===== src/rtl/svnet_pipe.sv =====
// Elastic valid/ready pipeline of DEPTH stages; optional skid stages; optional occupancy port (SVNET_PIPE_COUNT_EN).
// Latency: DEPTH cycles from input transfer to out_valid when unstalled; DEPTH=0 is a combinational pass-through.
// Backpressure: REG_READY=1 gives a registered in_ready per stage; REG_READY=0 gives a combinational ready chain.
module svnet_pipe #(
    parameter int WIDTH     = 8,
    parameter int DEPTH     = 1,
    parameter int REG_READY = 1,
    localparam int CAP      = (DEPTH == 0) ? 0 : ((REG_READY != 0) ? 2 * DEPTH : DEPTH),
    localparam int CNT_W    = (CAP == 0) ? 1 : $clog2(CAP + 1)
) (
    input  logic             clk,
    input  logic             rst,
    input  logic             flush,
    input  logic [WIDTH-1:0] in_data,
    input  logic             in_valid,
    output logic             in_ready,
    output logic [WIDTH-1:0] out_data,
    output logic             out_valid,
    input  logic             out_ready
`ifdef SVNET_PIPE_COUNT_EN
    ,
    output logic [CNT_W-1:0] count
`endif
);

    if (DEPTH == 0) begin : g_bypass
        logic bypass_unused;
        assign bypass_unused = ^{clk, rst, flush};
        assign out_data  = in_data;
        assign out_valid = in_valid;
        assign in_ready  = out_ready;
`ifdef SVNET_PIPE_COUNT_EN
        assign count = '0;
`endif
    end else begin : g_pipe
        // Index i is the boundary feeding stage i; index DEPTH is the block output.
        logic [DEPTH:0][WIDTH-1:0] st_data;
        logic [DEPTH:0]            st_valid;
        logic [DEPTH:0]            st_ready;

        assign st_data[0]      = in_data;
        assign st_valid[0]     = in_valid;
        assign st_ready[DEPTH] = out_ready;
        assign out_data        = st_data[DEPTH];
        assign out_valid       = st_valid[DEPTH];
        // Stage registers are overwritten by rst/flush, so only the advertised ready needs gating.
        assign in_ready        = st_ready[0] & ~rst & ~flush;

        for (genvar i = 0; i < DEPTH; i++) begin : g_stage
            if (REG_READY != 0) begin : g_skid
                logic [WIDTH-1:0] main_data;
                logic [WIDTH-1:0] skid_data;
                logic             main_valid;
                logic             skid_valid;

                always_ff @(posedge clk) begin
                    if (rst) begin
                        main_valid <= 1'b0;
                        skid_valid <= 1'b0;
                        main_data  <= '0;
                        skid_data  <= '0;
                    end else if (flush) begin
                        main_valid <= 1'b0;
                        skid_valid <= 1'b0;
                    end else if (!main_valid || st_ready[i+1]) begin
                        if (skid_valid) begin
                            main_valid <= 1'b1;
                            main_data  <= skid_data;
                            skid_valid <= 1'b0;
                        end else begin
                            main_valid <= st_valid[i];
                            if (st_valid[i]) begin
                                main_data <= st_data[i];
                            end
                        end
                    end else if (st_valid[i] && !skid_valid) begin
                        // Main is stalled: park the beat we already promised to take.
                        skid_valid <= 1'b1;
                        skid_data  <= st_data[i];
                    end
                end

                assign st_ready[i]   = ~skid_valid;
                assign st_valid[i+1] = main_valid;
                assign st_data[i+1]  = main_data;
            end else begin : g_single
                logic [WIDTH-1:0] data_q;
                logic             valid_q;

                always_ff @(posedge clk) begin
                    if (rst) begin
                        valid_q <= 1'b0;
                        data_q  <= '0;
                    end else if (flush) begin
                        valid_q <= 1'b0;
                    end else if (!valid_q || st_ready[i+1]) begin
                        valid_q <= st_valid[i];
                        if (st_valid[i]) begin
                            data_q <= st_data[i];
                        end
                    end
                end

                assign st_ready[i]   = ~valid_q | st_ready[i+1];
                assign st_valid[i+1] = valid_q;
                assign st_data[i+1]  = data_q;
            end
        end

`ifdef SVNET_PIPE_COUNT_EN
        logic in_fire;
        logic out_fire;
        assign in_fire  = in_valid & in_ready;
        assign out_fire = out_valid & out_ready;

        always_ff @(posedge clk) begin
            if (rst || flush) begin
                count <= '0;
            end else if (in_fire && !out_fire) begin
                count <= count + CNT_W'(1);
            end else if (!in_fire && out_fire) begin
                count <= count - CNT_W'(1);
            end
        end
`endif
    end

endmodule


===== config.mk =====
export PLATFORM = sky130hd
export DESIGN_NAME = svnet_pipe
export DESIGN_NICKNAME = d
export VERILOG_FILES = /design/src/rtl/svnet_pipe.sv
export SDC_FILE = /design/constraint.sdc
export NUM_CORES = 1
export LEC_CHECK = 0
export CORE_AREA = 5 5 44 54
export CTS_CLUSTER_SIZE = 20
export DETAILED_ROUTE_END_ITERATION = 8
export DIE_AREA = 0 0 49 59
export PLACE_DENSITY_LB_ADDON = 0.08
export SETUP_SLACK_MARGIN = 0.15
export SLEW_MARGIN = 10
export SYNTH_ARGS = -nofsm -noshare
export SYNTH_HDL_FRONTEND = slang
export SYNTH_SLANG_ARGS = --single-unit
export TNS_END_PERCENT = 100

===== constraint.sdc =====
create_clock -name clk -period 2.31 [get_ports clk]
set_input_delay 0.462 -clock clk [delete_from_list [all_inputs] [get_ports clk]]
set_output_delay 0.462 -clock clk [all_outputs]
set_load 0.05 [all_outputs]

==> Yosys cells after proc, flatten, opt, wreduce, memory -nomap -nowiden <==
Cells that the tools add are included.
{ "op_classes": {"muxes": 3, "bitwise": 6, "n_reduce_logical": 9} }
{ "ops": {"columns": ["op", "count"], "rows": [
  ["2-to-1 mux 8 bit", 2],
  ["AND reduction 3 bit", 2],
  ["NOT 1 bit", 4],
  ["OR reduction 3 bit", 1],
  ["bitwise AND 1 bit", 2],
  ["zero test 1 bit", 2],
  ["nonzero test 2 bit", 1],
  ["OR reduction 2 bit", 1],
  ["logical AND 1 bit", 1],
  ["logical OR 1 bit", 1],
  ["2-to-1 mux 1 bit", 1]
]} }
{ "word_totals": {"regBits": 18, "out_inout_bits": 10} }

==> Longest topological paths before layout <==
Gate-level depths: netlist (run 1).
{ "logic_depth": {"word_depth": 4, "ltp_mapped": 5, "depth_no_buf": 3} }

==> Worst setup path after synthesis (run 1) <==
OpenSTA, ideal clock, no wires.
{ "synth_path": {"path_kind": "in2out", "start": "in rst", "end": "out in_ready", "arrival_ns": 1.862, "t_required_ns": 1.848, "setup_slack_ns": -0.014, "cell_stages": 3, "n_path_buf": 2, "cell_sequence": "clkbuf_1 > buf_2 > nor3_1"} }
{ "synth_between": {"elab_chain_len": 3} }
{ "synth_rtl": {"columns": ["element", "line", "source"], "rows": [
  ["start, declared", "12", "input logic rst,"],
  ["NOT 1 bit", "47", "assign in_ready = st_ready[0] & ~rst & ~flush;"],
  ["bitwise AND 1 bit (2 in a row)", "47", null],
  ["end, declared", "16", "output logic in_ready,"]
]} }
Every way passes these cells.

==> Worst setup path in the final report (run 1) <==
{ "layout_path": {"start": "reg g_pipe.g_stage[0].g_skid.main_data[0], in the netlist out_data[0]", "end": "out out_data[0]"} }
{ "layout_rtl": {"columns": ["element", "line", "source"], "rows": [
  ["start, declared", "51", "logic [WIDTH-1:0] main_data;"],
  ["start signal, assigned", "68", "main_data <= skid_data;"],
  ["start signal, assigned", "73", "main_data <= st_data[i];"],
  ["end, declared", "17", "output logic [WIDTH-1:0] out_data,"]
]} }
No word-level cell between the ends.

==> results of run 1 <==
==> sequential cells by signal (all words and copies together) (netlist names) <==
name	cells
g_pipe.g_stage.g_skid.skid_data	8
g_pipe.g_stage.g_skid.skid_valid	1
out_data	8
out_valid	1
==> metal layers <==
metal	track usage, %	up-vias
met5	0	-
met4	3.46	0
met3	3.53	2
met2	22.2	17
met1	15.8	320
li1	-	331
==> placed cells by master (no fill, tap or decap), drive strengths merged, types with 3 or more instances in the layout <==
cell type	n
clkdlybuf4s50	21
dfxtp	18
nand2b	17
mux2i	16
a211oi	9
a21oi	8
buf	4
clkbuf	3
==> how the worst max path moves through the flow <==
stage / start / to / cells past startpoint
after floorplan: rst / in_ready / 3
after global placement: flush / out_data[3] / 4
after detailed placement: flush / out_data[1] / 4
after CTS: out_data[4] / out_data[4] / 1
after global routing: out_data[4] / out_data[4] / 1
final: out_data[0] / out_data[0] / 1
==> per-stage QoR <==
step	area, um^2	setup WS [ns]
3_3_place_gp	1100	0.446
6_report	1130	0.406
3_5_place_dp	1100	0.407
4_1_cts	1130	0.393
2_1_floorplan	870	0.420
5_1_grt	1130	0.342
==> synth_stat cells <==
master    instances  area [um^2]
dfxtp_1          18          360
nand2b_1         17          106
mux2i_1          16          160
a211oi_2          8          100
a21oi_1           8         40.0
buf_2             2         10.0
buf_6             2         22.5
clkbuf_1          2         7.51
a211oi_1          1         7.51
and2_4            1         8.76
buf_4             1         7.51
nor2_1            1         3.75
nor3_1            1         5.00
nor4_1            1         6.26
nor4b_1           1         8.76
o21ba_1           1         10.0
==> logic make-up (layout without fill, tap and decap cells) <==
group                  Yosys count  after routing  synth area share (%)
buffers and inverters            7             28                  5.50
and+or+nand+nor                 22             22                  16.1
AOI/OAI and AO/OA               18             18                  18.2
muxes                           16             16                  18.5
DFF                             18             18                  41.7
==> final cells by class <==
| cell class | count | area share, % |
|---|---|---|
| Sequential cell | 18 | 32.0 |
| Multi-Input combinational cell | 56 | 41.5 |
| Clock buffer | 3 | 2.00 |
| Timing Repair Buffer | 25 | 22.4 |
| Tap cell | 19 | 2.11 |
==> power by group through the flow <==
| stage | logic (mW) | registers (mW) | clock network (mW) |
|---|---|---|---|
| after global placement | 0.142 | 0.336 | 0 |
| after CTS | 0.146 | 0.329 | 0.153 |
| final | 0.144 | 0.329 | 0.147 |
| after floorplan | 0.0557 | 0.371 | 0 |
| after global routing | 0.153 | 0.330 | 0.164 |
| after detailed placement | 0.145 | 0.336 | 0 |
==> worst min-delay path, cell delays in order (launching register included) <==
cell and delay, ns:
dfxtp_1 0.32, nand2b_1 0.06, mux2i_1 0.06
==> results by group, run 1 <==
Outcome
  • Outcome: completed

Power
  • Switching power total: between 150 and 200 uW
  • Internal: about 450 uW
  • Pwr dens: approximately 550 nW/um^2
  • Sw frac: 28.0%
  • Peak supply drop: approximately 0.00044 V
  • Clock power frac: a little under a quarter
  • Leakage: roughly 0.37 nW
  • Flop pwr share: a little over half
  • Final Power: slightly above 600 uW
  • Combinational Power Share: a little under a quarter

Worst setup path
  • Critical Path Start Type: register
  • Slowest cell on crit path: clkdlybuf4s50_1
  • Buf/Inv on CP: 1
  • Crit Path Class: register to output pin
  • Family with the most delay on the worst path: buffers and inverters
  • Data arrival time of the worst path: about 1.4 ns
  • Reg2reg end: out_data[0]
  • R2R depth: 3
  • CP peak stage delay: 0.81 ns
  • Crit Reg-Reg Startpoint: g_pipe.g_stage[0].g_skid.skid_valid
  • Setup crit end kind: output pin
  • Reg2reg setup slack: between 0.6 and 0.7 ns
  • WP data required: between 1.5 and 2 ns
  • Crit path cell chain: clkdlybuf4s50_1
  • CP Max Fanout: 2

Clocking
  • Post-CTS sizing: 0
  • Clock sink total: 18
  • Root buffer cell: clkbuf_4
  • Clk slew on worst S/H paths: roughly 0.090 ns
  • Clock tree buffer depth: 2
  • Worst-Skew Late Latency: approximately 0.28 ns
  • Postcts setup bufs: 0
  • CTS Hold Bufs: 0
  • Clock buffers created by TritonCTS: 3
  • H-tree depth: 1
  • CTS tree: done

Detailed routing
  • Met2 routed WL: 886 um
  • Remaining routing DRC violations: 0
  • Routed vias: 670
  • Drt first pass iters: 4
  • Initial DRC count: 8
  • Met3 WL: between 90 and 100 um
  • Top layer in use: met4
  • Via density: between 5 and 6
  • Post-DRT Antenna Nets: 0
  • Final wirelength: roughly 1.7 mm
  • Routed length on met1: 752 um
  • Avg WL per Cell: roughly 14 um

Global route
  • Vias in the first global route: between 700 and 800
  • GRT overflow: 0
  • Largest net degree at the start of global routing: 27
  • Initial antenna violation count: 0
  • Total GRT Usage: roughly an eighth
  • First-pass GRT wire length: slightly above 3 mm

Cells and area
  • Final nets: between 100 and 150
  • Multi-input logic area: between 400 and 500 um^2
  • Antenna Cells: 0
  • Layout Cells excl Fill: between 100 and 150
  • Seq. cell area: ~360 um^2
  • Fin util: between 60 and 70%
  • Share of cells above drive strength 1: between 10% and 20%
  • Fill count: 172
  • Area Overhead vs Synth: 30.4%

Synth
  • Yosys Warn Count: 0
  • Post-Synthesis Cells: 81
  • Syn_area_per_cell: 10.7 um^2
  • Mapped cell area: between 800 and 900 um^2
  • Synth Register Bits: 18
  • Post-synth cell types: 16
  • Syn Nets: 94
  • Register area share after synthesis: around two fifths

Timing
  • Hold Vio Cnt, Final: 0
  • Setup Viol. Count Final: 0
  • Fmax: between 500 and 600 MHz
  • Worst slew margin: between 50% and 60%
  • Final Slew Violations: 0
  • Worst clock skew: between 0.002 and 0.003 ns
  • Tmin final: between 1.5 and 2 ns
  • Worst hold slack: 0.477 ns
  • RSZ-0062 raised after global routing: false
  • Worst-Margin Slew: 0.651 ns
  • Fin crit share: 82.4%
  • Setup TNS: 0 ns

Die
  • Num rows: 17
  • CORE AREA: 1790 um^2
  • Initial Utilization: about half
  • Die width: roughly 49 um
  • Die Y: between 50 and 60 um
  • IO Pins: 23
  • DIE AREA: 2890 um^2

Worst hold path
  • Hold_sp: g_pipe.g_stage[0].g_skid.skid_data[1]
  • Hold Crit Class: register to register
  • Hold Path End: g_pipe.g_stage[0].g_skid.skid_data[1]
  • Hold depth: 2

Place
  • DP HPWL: 1.31 mm
  • Port-buffer cells: 22
  • Cell count after placement: 118
  • Placer congestion estimate: 0.669

Run
  • # Max-Cap Violations: 0
Note: power is estimated with default switching activity, not from simulation.
==> inputs of run 2 (changes only) <==
--- a/config.mk
+++ b/config.mk
@@ -5,10 +5,10 @@
 export SDC_FILE = /design/constraint.sdc
 export NUM_CORES = 1
 export LEC_CHECK = 0
-export CORE_AREA = 5 5 44 54
+export CORE_AREA = 5 5 46 56
 export CTS_CLUSTER_SIZE = 20
 export DETAILED_ROUTE_END_ITERATION = 8
-export DIE_AREA = 0 0 49 59
+export DIE_AREA = 0 0 51 61
 export PLACE_DENSITY_LB_ADDON = 0.08
 export SETUP_SLACK_MARGIN = 0.15
 export SLEW_MARGIN = 10
==> constraint.sdc (replaced) <==
create_clock -name clk -period 1.95 [get_ports clk]
set_input_delay 0.39 -clock clk [delete_from_list [all_inputs] [get_ports clk]]
set_output_delay 0.39 -clock clk [all_outputs]
set_load 0.05 [all_outputs]
==> results by group, run 2 (synthesis results as in run 1) <==
Timing
  • Final Slew Violations: 0 (unchanged)
  • Worst-Margin Slew: 0.491 ns (-0.160 ns)
  • Worst slew margin: 67.4% (+11 points)
  • Setup TNS: 0 ns (unchanged)
  • Worst clock skew: 0.000565 ns (-0.00241 ns)
  • Fin crit share: about 88%
  • Fmax: ~600 MHz
  • Fin worst setup slack: 0.236 ns (-0.170 ns)
  • Setup Viol. Count Final: 0 (unchanged)
  • RSZ-0062 raised after global routing: false
  • Tmin final: approximately 1.7 ns
  • Hold Vio Cnt, Final: 0 (unchanged)

Detailed routing
  • Remaining routing DRC violations: 0 (unchanged)
  • Initial DRC count: 11 (+3)
  • Drt first pass iters: 4 (unchanged)
  • Routed vias: 640 (-4.5%)
  • Final wirelength: 1.74 mm (-0.34%)
  • Post-DRT Antenna Nets: 0 (unchanged)
  • Via density: 5.12 (-7.5%)
  • Avg WL per Cell: 13.9 um (-3.5%)

Die
  • IO Pins: 23 (unchanged)
  • Num rows: 18 (+1)
  • DIE AREA: 3110 um^2 (+7.6%)
  • Die width: 51 um (+4.1%)
  • Initial Utilization: 43.1% (-5.3 points)
  • CORE AREA: 2000 um^2 (+12%)
  • Die Y: 61 um (+3.4%)

Cells and area
  • Seq. cell area: 360 um^2 (unchanged)
  • Final nets: 119 (+1.7%)
  • Layout Cells excl Fill: 125 (+3.3%)
  • Antenna Cells: 0 (unchanged)
  • Share of cells above drive strength 1: 20.0% (+2.4 points)
  • Most frequent cells in the layout: dfxtp_1, nand2b_1, mux2i_1, clkdlybuf4s50_1, dlygate4sd2_1
  • Area Overhead vs Synth: 32.6%
  • Multi-input logic area: 468 um^2 (unchanged)
  • Most common cell after layout, fill and taps aside: dfxtp_1
  • Fill count: 205 (+19%)

Clocking
  • Worst-Skew Late Latency: 0.28 ns (about the same)
  • H-tree depth: 1 (unchanged)
  • CTS tree: done
  • Clock sink total: 18 (unchanged)
  • Clk slew on worst S/H paths: 0.10 ns (about the same)
  • Clock buffers created by TritonCTS: 3 (unchanged)
  • Clock tree buffer depth: 2 (unchanged)
  • Root buffer cell: clkbuf_4

Power
  • Clock power frac: 29.1% (+5.4 points)
  • Combinational Power Share: 21.0% (-2.3 points)
  • Flop pwr share: 49.9% (-3.1 points)
  • Peak supply drop: 0.000435 V (-1.5%)
  • Leakage: 0.422 nW (+14%)
  • Sw frac: 27.7% (-0.39 points)
  • Internal: 564 uW (+26%)
  • Switching power total: 216 uW (+24%)
  • Final Power: 779 uW (+26%)
  • Pwr dens: 680 nW/um^2 (+24%)

Place
  • Port-buffer cells: 22 (unchanged)
  • DP HPWL: 1.29 mm (-1.1%)
  • Cell count after placement: 121 (+2.5%)
  • Placer congestion estimate: 0.689 (+2.9%)
  • Place WS: 0.221 ns (-0.186 ns)

Run
  • # Max-Cap Violations: 0 (unchanged)

Worst setup path
  • Setup crit end kind: output pin
  • Crit Path Class: primary input to output pin
  • Critical Path Start Type: primary input
  • Data arrival time of the worst path: 1.32 ns (-0.12 ns)
  • CP Max Fanout: 5 (+3)
  • WP data required: 1.56 ns (-0.29 ns)

Global route
  • GRT overflow: 0 (unchanged)
  • Initial antenna violation count: 0 (unchanged)
  • First-pass GRT wire length: 3.06 mm (+0.69%)
  • Vias in the first global route: 696 (-0.85%)
  • Total GRT Usage: 13.1% (+0.17 points)
  • Largest net degree at the start of global routing: 27 (unchanged)

Outcome
  • Outcome: completed

Worst hold path
  • Hold Crit Class: register to register
## run 2: changes by cell type in the layout (fill, tap and decap cells not counted), sizes merged
cell           before  now
clkbuf              3    4
dlygate4sd2         0    9
clkdlybuf4s50      21   12
buf                 4    6
## run 2: critical path, cell delays in order
cell and delay (ns):
clkdlybuf4s50_1 0.49, nor3_2 0.27, buf_12 0.17
## run 2: final cells by class
class / instances / area share [%]
sequential: 18 / 31.4
timing repair buffer: 27 / 22.4
tap: 20 / 2.18
multi-input combinational: 56 / 40.8
clock buffer: 4 / 3.17
## run 2: what timing repair did
action,4_1_cts,5_1_grt
setup endpoints to repair,9,0
gates resized for setup,9,0
hold buffers,0,0
buffers inserted,0,0
## run 2: worst paths after layout
kind                                                             from                                    end  slack, ns  cells after the start
worst max-delay path                                            flush                               in_ready       0.24                      3
worst min register to register  g_pipe.g_stage[0].g_skid.skid_data[7]  g_pipe.g_stage[0].g_skid.skid_data[7]       0.48                      2
worst min-delay path            g_pipe.g_stage[0].g_skid.skid_data[7]  g_pipe.g_stage[0].g_skid.skid_data[7]       0.48                      2
worst max register to register    g_pipe.g_stage[0].g_skid.skid_valid                            out_data[2]       0.57                      4
## run 2: metal layers
metal	vias to the layer above	share of wire, %	wire length [um]	GRT usage (%)
li1	337	-	-	-
met1	284	50	873	16.8
met2	17	43	741	20.8
met3	2	6.3	110	3.19
met4	0	0.86	15	5.77
met5	-	0	0	0
## run 2: power groups by stage
stage / sequential (mW) / combinational (mW) / clock, mW
6_report: 0.389 / 0.164 / 0.227
4_1_cts: 0.389 / 0.166 / 0.233
3_3_place_gp: 0.398 / 0.172 / 0
5_1_grt: 0.391 / 0.175 / 0.256
3_5_place_dp: 0.398 / 0.173 / 0
2_1_floorplan: 0.439 / 0.0660 / 0
## run 2: through the flow
| stage | utilization (%) | hold slack (ns) | area (um^2) |
|---|---|---|---|
| CTS | 57.2 | 0.483 | 1150 |
| floorplan | - | 0.448 | 870 |
| detailed placement | 55.9 | 0.465 | 1120 |
| global route | 57.2 | 0.502 | 1150 |
| global placement | 55.9 | 0.459 | 1120 |
| finish | 57.2 | 0.476 | 1150 |
